**config.mk**
```make
export PLATFORM = sky130hd
export DESIGN_NAME = pwm_capture
export DESIGN_NICKNAME = d
export VERILOG_FILES = /design/src/rtl/pwm_pkg.sv /design/src/rtl/pwm_capture_sync_edge.sv /design/src/rtl/pwm_capture.sv
export SDC_FILE = /design/constraint.sdc
export NUM_CORES = 1
export LEC_CHECK = 0
export ABC_AREA = 1
export CELL_PAD_IN_SITES_DETAIL_PLACEMENT = 0
export CELL_PAD_IN_SITES_GLOBAL_PLACEMENT = 2
export CORE_MARGIN = 5
export CORE_UTILIZATION = 29
export CTS_CLUSTER_DIAMETER = 50
export CTS_CLUSTER_SIZE = 24
export DETAILED_ROUTE_END_ITERATION = 12
export HOLD_SLACK_MARGIN = 0.1
export PLACE_DENSITY_LB_ADDON = 0.2
export SLEW_MARGIN = 20
export SYNTH_ARGS = -nofsm -noshare
export SYNTH_HDL_FRONTEND = slang
export SYNTH_SLANG_ARGS = --single-unit
```
**constraint.sdc**
```tcl
create_clock -name clk -period 1.3 [get_ports clk]
set_input_delay 0.13 -clock clk [delete_from_list [all_inputs] [get_ports clk]]
set_output_delay 0.13 -clock clk [all_outputs]
set_load 0.02 [all_outputs]
```
**src/rtl/pwm_pkg.sv**
```systemverilog
// Shared definitions for the PWM generator/capture pair: capture FSM states and
// default counter sizing.
package pwm_pkg;

  localparam int DEFAULT_CNT_W          = 16;
  localparam int DEFAULT_TIMEOUT_CYCLES = 1024;

  typedef enum logic [1:0] {
    WAIT_RISE = 2'd0,
    MEAS_HIGH = 2'd1,
    MEAS_LOW  = 2'd2
  } cap_state_e;

endpackage

```
**src/rtl/pwm_capture_sync_edge.sv**
```systemverilog
// Two-flop synchronizer for an asynchronous input plus a rising-edge detector
// on the synchronized level.
module sync_edge (
  input  logic clk,
  input  logic rst,
  input  logic d,
  output logic level,
  output logic rise
);

  logic r_s1, r_s2, r_s3;

  always_ff @(posedge clk) begin
    if (rst) begin
      r_s1 <= 1'b0;
      r_s2 <= 1'b0;
      r_s3 <= 1'b0;
    end else begin
      r_s1 <= d;
      r_s2 <= r_s1;
      r_s3 <= r_s2;
    end
  end

  assign level = r_s2;
  assign rise  = r_s2 & ~r_s3;

endmodule

```
**src/rtl/pwm_capture.sv**
```systemverilog
// Measures high time and period of a PWM input between rising edges, hands the
// pair out over a valid/ready interface and flags stuck inputs and lost results.
module pwm_capture
  import pwm_pkg::*;
#(
  parameter int CNT_W          = DEFAULT_CNT_W,
  parameter int TIMEOUT_CYCLES = DEFAULT_TIMEOUT_CYCLES
) (
  input  logic             clk,
  input  logic             rst,
  input  logic             pwm_in,
  output logic [CNT_W-1:0] high_cnt,
  output logic [CNT_W-1:0] period_cnt,
  output logic             meas_valid,
  input  logic             meas_ready,
  output logic             timeout,
  output logic             stuck_level,
  output logic             overrun
);

  localparam logic [CNT_W-1:0] TO_LAST = CNT_W'(TIMEOUT_CYCLES - 1);
  localparam logic [CNT_W-1:0] TO_MAX  = CNT_W'(TIMEOUT_CYCLES);
  localparam logic [CNT_W-1:0] ONE     = CNT_W'(1);

  logic             w_s2, w_rise;
  logic             w_expire, w_complete, w_xfer, w_accept;
  cap_state_e       r_state, w_state_nxt;
  logic [CNT_W-1:0] r_per, r_high;
  logic [CNT_W-1:0] r_high_cnt, r_period_cnt;
  logic             r_valid, r_timeout, r_stuck, r_overrun;

  sync_edge u_sync (
    .clk   (clk),
    .rst   (rst),
    .d     (pwm_in),
    .level (w_s2),
    .rise  (w_rise)
  );

  // The period counter saturates at TO_MAX, so expiry fires once per stuck episode.
  assign w_expire   = !w_rise && (r_per == TO_LAST);
  assign w_complete = w_rise && (r_state == MEAS_LOW);
  assign w_xfer     = r_valid && meas_ready;
  assign w_accept   = w_complete && (!r_valid || meas_ready);

  always_ff @(posedge clk) begin
    if (rst) r_state <= WAIT_RISE;
    else     r_state <= w_state_nxt;
  end

  always_comb begin
    w_state_nxt = r_state;
    case (r_state)
      WAIT_RISE: if (w_rise) w_state_nxt = MEAS_HIGH;
      MEAS_HIGH: begin
        if (w_expire)  w_state_nxt = WAIT_RISE;
        else if (!w_s2) w_state_nxt = MEAS_LOW;
      end
      MEAS_LOW: begin
        if (w_rise)        w_state_nxt = MEAS_HIGH;
        else if (w_expire) w_state_nxt = WAIT_RISE;
      end
      default: w_state_nxt = WAIT_RISE;
    endcase
  end

  always_ff @(posedge clk) begin
    if (rst) begin
      r_per  <= '0;
      r_high <= '0;
    end else if (w_rise) begin
      r_per  <= ONE;
      r_high <= ONE;
    end else begin
      if (r_per != TO_MAX) r_per <= r_per + ONE;
      if (w_s2 && (r_state != WAIT_RISE) && (r_per != TO_MAX)) r_high <= r_high + ONE;
    end
  end

  always_ff @(posedge clk) begin
    if (rst) begin
      r_high_cnt   <= '0;
      r_period_cnt <= '0;
      r_valid      <= 1'b0;
      r_overrun    <= 1'b0;
      r_timeout    <= 1'b0;
      r_stuck      <= 1'b0;
    end else begin
      if (w_accept) begin
        r_high_cnt   <= r_high;
        r_period_cnt <= r_per;
        r_valid      <= 1'b1;
      end else if (w_xfer) begin
        r_valid <= 1'b0;
      end

      // A completion that lands on a transfer replaces the pair, so nothing is lost.
      if (w_complete && r_valid && !meas_ready) r_overrun <= 1'b1;
      else if (w_xfer && !w_complete)           r_overrun <= 1'b0;

      if (w_rise)        r_timeout <= 1'b0;
      else if (w_expire) r_timeout <= 1'b1;

      if (!w_rise && (w_expire || r_timeout)) r_stuck <= w_s2;
    end
  end

  assign high_cnt    = r_high_cnt;
  assign period_cnt  = r_period_cnt;
  assign meas_valid  = r_valid;
  assign timeout     = r_timeout;
  assign stuck_level = r_stuck;
  assign overrun     = r_overrun;

endmodule

```
==> impl_metrics.toml, run 1 <==
[critical_path]
rrSetupSlack_ns = -0.02
cp_data_required_time_ns = 1.58
worst-path-max-fanout = 7
reg2regPathDepth = 8
crit_path_start_kind = "flip-flop"
arrival_ns = 1.60
reg2reg_to = "r_high[7]$_SDFFE_PP0P_"
endpoint_kind = "flip-flop"
worstReg2RegStart = "r_per[3]$_SDFFE_PP0P_"
path_class = "flip-flop to flip-flop"

[layout]
seq_area_um2 = 1480
multi_input_area_um2 = 1770
synthToLayoutAreaGrowth_pct = 51.1
drive_gt1_frac = 0.323
fillers = 1177
nets = 565
n_antenna_cell = 0

[timing]
tightest_slew_ns = 0.304
worst_slack_ns = -0.0241
setup_viol = 11
relSlewSlack = 0.796
period_needed_ns = 1.32
finalCritPeriodShare = 1.02
finalHoldViolCount = 0
skew_ns = 0.00878
report.final.slew_viol_count = 0
rsz0062_at_grt = "true"
fin_setup_tns_ns = -0.164
fmaxAchievable_ghz = 0.755

[floorplanning]
design.core.area_um2 = 11300
initial_core_util = 0.292
die_y_um = 117
ios = 40
die-area_um2 = 13600
die_w_um = 117
fp-row-count = 39

[worst_hold_path]
min_path_cells = 3
min-delay-start = "pwm_in"
whs_endpoint = "u_sync.r_s1$_SDFF_PP0_"
hold_class = "primary input to flip-flop"

[cts]
clk_latency_ns = 0.34
cts_buffer_depth = 2
hold_buffers = 0
cts_tree = "built"
clk_pin_slew_ns = 0.06
htree_levels = 3
cts-root-buf = "clkbuf_16"
clock_sinks = 73
numCtsBuffers = 9

[routing]
wl_mm = 9.36
drtIter0Drc = 97
drc = 0
dr.pass1.iters = 4
vias = 3173
drt-wirelength-per-cell_um = 13.3
ant_nets = 0
viasPerCell = 4.49

[synth]
ys_types = 37
synth_cells = 444
async_reset_ff_frac = 0
synth_nets = 451
ys.flop_type = "dfxtp_1"
synth_area_um2 = 3310
ys_ff_latch = 73
yosysWarnings = 0
synth_edf_count = 0
yosysSeqAreaShare = 0.442
avgSynthCellArea_um2 = 7.45

[global_route]
gr-total-overflow = 0
antenna_found_initial = 0
grtUsageTotal = 0.144
grt_pass1_vias = 3011
grt_pass1_wl_mm = 15.0
grt_max_degree = 19

[power]
powerDensity_nw_per_um2 = 987
p_leak_nw = 2.09
ir_worst_vdd_mv = 0.482
total_power_w = 0.00493

[placed_design]
hpwl_mm = 6.70
port_buffers = 39
gp_congestion = 0.794

[run_status]
violations = "setup timing"
outcome = "finished, violations left"

[flow_run]
drv_cap = 0
-- stage by stage --
| stage | hold WS (ns) | cells | worst slack (ns) | instance area (um^2) | util |
|---|---|---|---|---|---|
| 4_1_cts | 0.307 | 702 | -0.0525 | 4840 | 0.427 |
| 3_5_place_dp | 0.399 | 681 | -0.164 | 4370 | 0.386 |
| 6_report | 0.310 | 706 | -0.0241 | 5000 | 0.442 |
| 2_1_floorplan | 0.213 | 444 | -0.000975 | 3320 | - |
| 3_3_place_gp | 0.395 | 681 | -0.126 | 4370 | 0.386 |
| 5_1_grt | 0.326 | 706 | -0.111 | 5000 | 0.442 |
-- cells by family (layout without fill, tap and decap cells) --
| family | Yosys count | count (layout) | synth area share |
|---|---|---|---|
| compound gates | 96 | 96 | 0.161 |
| flops | 73 | 73 | 0.442 |
| buf+inv | 60 | 179 | 0.0821 |
| fa+ha+maj | 3 | 3 | 0.0113 |
| simple gates | 204 | 204 | 0.283 |
| xor+xnor | 8 | 8 | 0.0212 |
-- worst max-delay path by stage --
stage,slack [ns],endpoint,startpoint,depth (start not counted)
6_report,-0.02,r_high[7]$_SDFFE_PP0P_,r_per[3]$_SDFFE_PP0P_,8
2_1_floorplan,-0.001,r_high[1]$_SDFFE_PP0P_,r_per[0]$_SDFFE_PP0P_,10
3_3_place_gp,-0.13,stuck_level$_SDFFE_PP0P_,r_per[1]$_SDFFE_PP0P_,10
3_5_place_dp,-0.16,period_cnt[15]$_SDFFE_PP0P_,meas_ready,8
4_1_cts,-0.05,stuck_level$_SDFFE_PP0P_,r_per[1]$_SDFFE_PP0P_,10
5_1_grt,-0.11,stuck_level$_SDFFE_PP0P_,r_per[0]$_SDFFE_PP0P_,9
-- layout by cell type (no fill, tap or decap), types with 8 or more instances in the layout --
master,count
o21ai_0,10
o21ai_1,12
buf_4,64
nor2_1,36
dfxtp_1,64
a21oi_2,12
nor2_2,9
inv_2,10
dlygate4sd2_1,36
clkbuf_16,11
nand2_4,12
nand2_2,8
nand3_1,10
inv_1,30
a21oi_1,50
nand2_1,99
-- metal layers --
| layer | vias up | global-route usage | share of wire |
|---|---|---|---|
| met5 | - | 0 | 0 |
| met4 | 0 | 0.0696 | 0.019 |
| met3 | 10 | 0.0267 | 0.024 |
| met2 | 28 | 0.249 | 0.50 |
| met1 | 1462 | 0.172 | 0.45 |
| li1 | 1673 | - | - |
-- what timing repair did --
action	4_1_cts	5_1_grt
cloned	1	2
gates resized for setup	88	38
setup buffers	4	2
endpoints found under the setup margin	78	65
pin swaps	24	11
-- sequential cells by signal, summed over array words and instances, names as in the netlist --
register / count
high_cnt: 16
period_cnt: 16
r_high: 16
r_per: 16
r_state: 2
meas_valid: 1
overrun: 1
stuck_level: 1
timeout: 1
u_sync.level: 1
u_sync.r_s1: 1
u_sync.r_s3: 1
-- final cells by class --
class,instances,share of cell area
Timing Repair Buffer,118,0.219
Clock inverter,3,0.00300
Clock buffer,13,0.0521
Inverter,45,0.0408
Tap cell,143,0.0358
Sequential cell,73,0.296
Multi-Input combinational cell,311,0.354
-- power by group --
part           switching, W  total (W)  internal (W)
logic              0.000163   0.000304      0.000142
clock network      0.000950    0.00234       0.00139
registers         0.0000247    0.00229       0.00226
-- worst max-delay path: stages (launching register included) --
cell and delay, ns:
dfxtp_1 0.33, nor2_1 0.16, nand2_1 0.11, nor2_4 0.13, nand2_4 0.08, nand2_8 0.15, buf_12 0.15, nand2_4 0.04
a21oi_2 0.10
-- cell usage after synthesis (2+ instances only) --
cell | count | area [um^2]
nor2_4 | 3 | 33.8
a21oi_2 | 10 | 87.6
buf_2 | 4 | 20.0
o21ai_1 | 11 | 55.1
inv_1 | 37 | 139
a21oi_1 | 52 | 260
ha_1 | 3 | 37.5
nand2_1 | 104 | 390
nor2_2 | 3 | 18.8
dfxtp_1 | 73 | 1460
o21ai_0 | 18 | 90.1
nor3_1 | 7 | 35.0
nand2_4 | 2 | 22.5
clkbuf_1 | 5 | 18.8
inv_2 | 7 | 26.3
nor2_1 | 46 | 173
xor2_1 | 4 | 35.0
buf_4 | 4 | 30.0
nand3_1 | 12 | 60.1
xnor2_1 | 4 | 35.0
nand4_1 | 7 | 43.8
nand2_2 | 13 | 81.3
(Power assumes the default switching activity.)
==> run 2: changes to the inputs <==
- CTS_CLUSTER_SIZE: 24 -> 30
- SKIP_LAST_GASP: unset -> 1
==> impl_metrics.toml, run 2 (synthesis gave the netlist of run 1 again) <==
[cts]
numCtsBuffers = 9
clk_pin_slew_ns = 0.06
htree_levels = 3
clock_sinks = 73
cts_buffer_depth = 2
cts-root-buf = "clkbuf_16"
hold_buffers = 0
clk_latency_ns = 0.34
cts_tree = "built"

[routing]
dr.pass1.iters = 4
viasPerCell = 4.50
ant_nets = 0
drt-wirelength-per-cell_um = 13.1
wl_met2_mm = 4.63
drc = 0
met3WireLength_um = 216
vias = 3168
drt-met1-wl_mm = 4.21
drtIter0Drc = 100
top_layer_used = "met4"
wl_mm = 9.23

[power]
pwr-share-seq = 0.465
powerDensity_nw_per_um2 = 1000
p_sw_frac = 0.231
p_leak_nw = 2.06
p_clk_frac = 0.475
power.internal_w = 0.00379
switching_power_w = 0.00114
share_comb_of_total_power = 0.060
ir_worst_vdd_mv = 0.501

[global_route]
antenna_found_initial = 0
gr-total-overflow = 0
grt_pass1_wl_mm = 15.0
grt_max_degree = 19
grt_pass1_vias = 3013
grtUsageTotal = 0.144

[placed_design]
place_area_um2 = 4370
port_buffers = 39
post-place-ws_ns = -0.164
gp_congestion = 0.794
hpwl_mm = 6.70

[layout]
n_antenna_cell = 0
synthToLayoutAreaGrowth_pct = 48.9
nets = 563
design_area_um2 = 4930
drive_gt1_frac = 0.316
final_common_cell = "nand2_1"
final_cell_mix = "nand2_1, buf_4, dfxtp_1, a21oi_1, nor2_1"

[timing]
tightest_slew_ns = 0.305
period_needed_ns = 1.32
worst_slack_ns = -0.0235
skew_ns = 0.00851
rsz0062_at_grt = "true"
relSlewSlack = 0.795
report.final.slew_viol_count = 0
finalHoldViolCount = 0
setup_viol = 11
finalCritPeriodShare = 1.02
fmaxAchievable_ghz = 0.756

[run_status]
violations = "setup timing"
outcome = "finished, violations left"

[floorplanning]
fp-row-count = 39
die_y_um = 117
design.core.area_um2 = 11300
die-area_um2 = 13600
die_w_um = 117
ios = 40
initial_core_util = 0.292

[critical_path]
endpoint_kind = "flip-flop"
path_class = "flip-flop to flip-flop"
cp_data_required_time_ns = 1.58
worst-path-max-fanout = 7
arrival_ns = 1.60
crit_path_start_kind = "flip-flop"

[flow_run]
drv_cap = 0

[worst_hold_path]
hold_class = "primary input to flip-flop"
run 2: cell count changes in the layout (fill, tap and decap cells not counted), moves of 2 or more:
cell	delta
o21ai_1	+4
o21ai_2	-6
buf_8	-3
a21oi_2	+3
clkbuf_16	-2
a21oi_1	-3
o21ai_0	+2
run 2: power groups by stage:
stage	Sequential (W)	Clock (W)	Combinational (W)
2_1_floorplan	0.00234	0	0.000119
3_3_place_gp	0.00233	0	0.000269
3_5_place_dp	0.00233	0	0.000269
4_1_cts	0.00229	0.00240	0.000296
5_1_grt	0.00229	0.00249	0.000325
6_report	0.00229	0.00234	0.000297
run 2: layer usage:
metal / GRT usage / vias up
met4: 0.0696 / 0
met1: 0.172 / 1466
li1: - / 1668
met2: 0.248 / 24
met5: 0 / -
met3: 0.0267 / 10
run 2: metrics by stage:
step / TNS [ns] / hold slack, ns / std cells / utilization / power, W
6_report: -0.169 / 0.309 / 704 / 0.435 / 0.00493
5_1_grt: -2.18 / 0.326 / 704 / 0.435 / 0.00510
4_1_cts: -0.567 / 0.307 / 702 / 0.428 / 0.00498
3_5_place_dp: -6.38 / 0.399 / 681 / 0.386 / 0.00260
3_3_place_gp: -5.09 / 0.395 / 681 / 0.386 / 0.00260
2_1_floorplan: -0.000975 / 0.213 / 444 / - / 0.00246
run 2: worst max-delay path: stages, from the launching register on:
cell and delay (ns):
dfxtp_1 0.33, nor2_1 0.16, nand2_1 0.11, nor2_4 0.13
nand2_4 0.08, nand2_8 0.15, buf_12 0.15, nand2_4 0.04
a21oi_2 0.10
run 2: final timing paths:
path / slack [ns] / start / to / cells after the start
setup / recovery: -0.02 / r_per[3]$_SDFFE_PP0P_ / r_high[6]$_SDFFE_PP0P_ / 8
hold / removal: 0.31 / pwm_in / u_sync.r_s1$_SDFF_PP0_ / 3
setup reg to reg: -0.02 / r_per[3]$_SDFFE_PP0P_ / r_high[6]$_SDFFE_PP0P_ / 8
hold reg to reg: 0.40 / u_sync.r_s1$_SDFF_PP0_ / u_sync.level$_SDFF_PP0_ / 2
run 2: final cells by class:
| class | count | area [um^2] |
|---|---|---|
| Tap cell | 143 | 179 |
| Clock inverter | 3 | 15.0 |
| Multi-Input combinational cell | 311 | 1760 |
| Inverter | 45 | 196 |
| Fill cell | 1186 | 6390 |
| Clock buffer | 13 | 260 |
| Timing Repair Buffer | 116 | 1040 |
| Sequential cell | 73 | 1480 |
run 2: timing repair:
item / 4_1_cts / 5_1_grt
gates resized for setup: 86 / 29
pin swaps: 24 / 8
setup endpoints to repair: 78 / 65
cloned: 1 / 0
setup buffers: 4 / 2
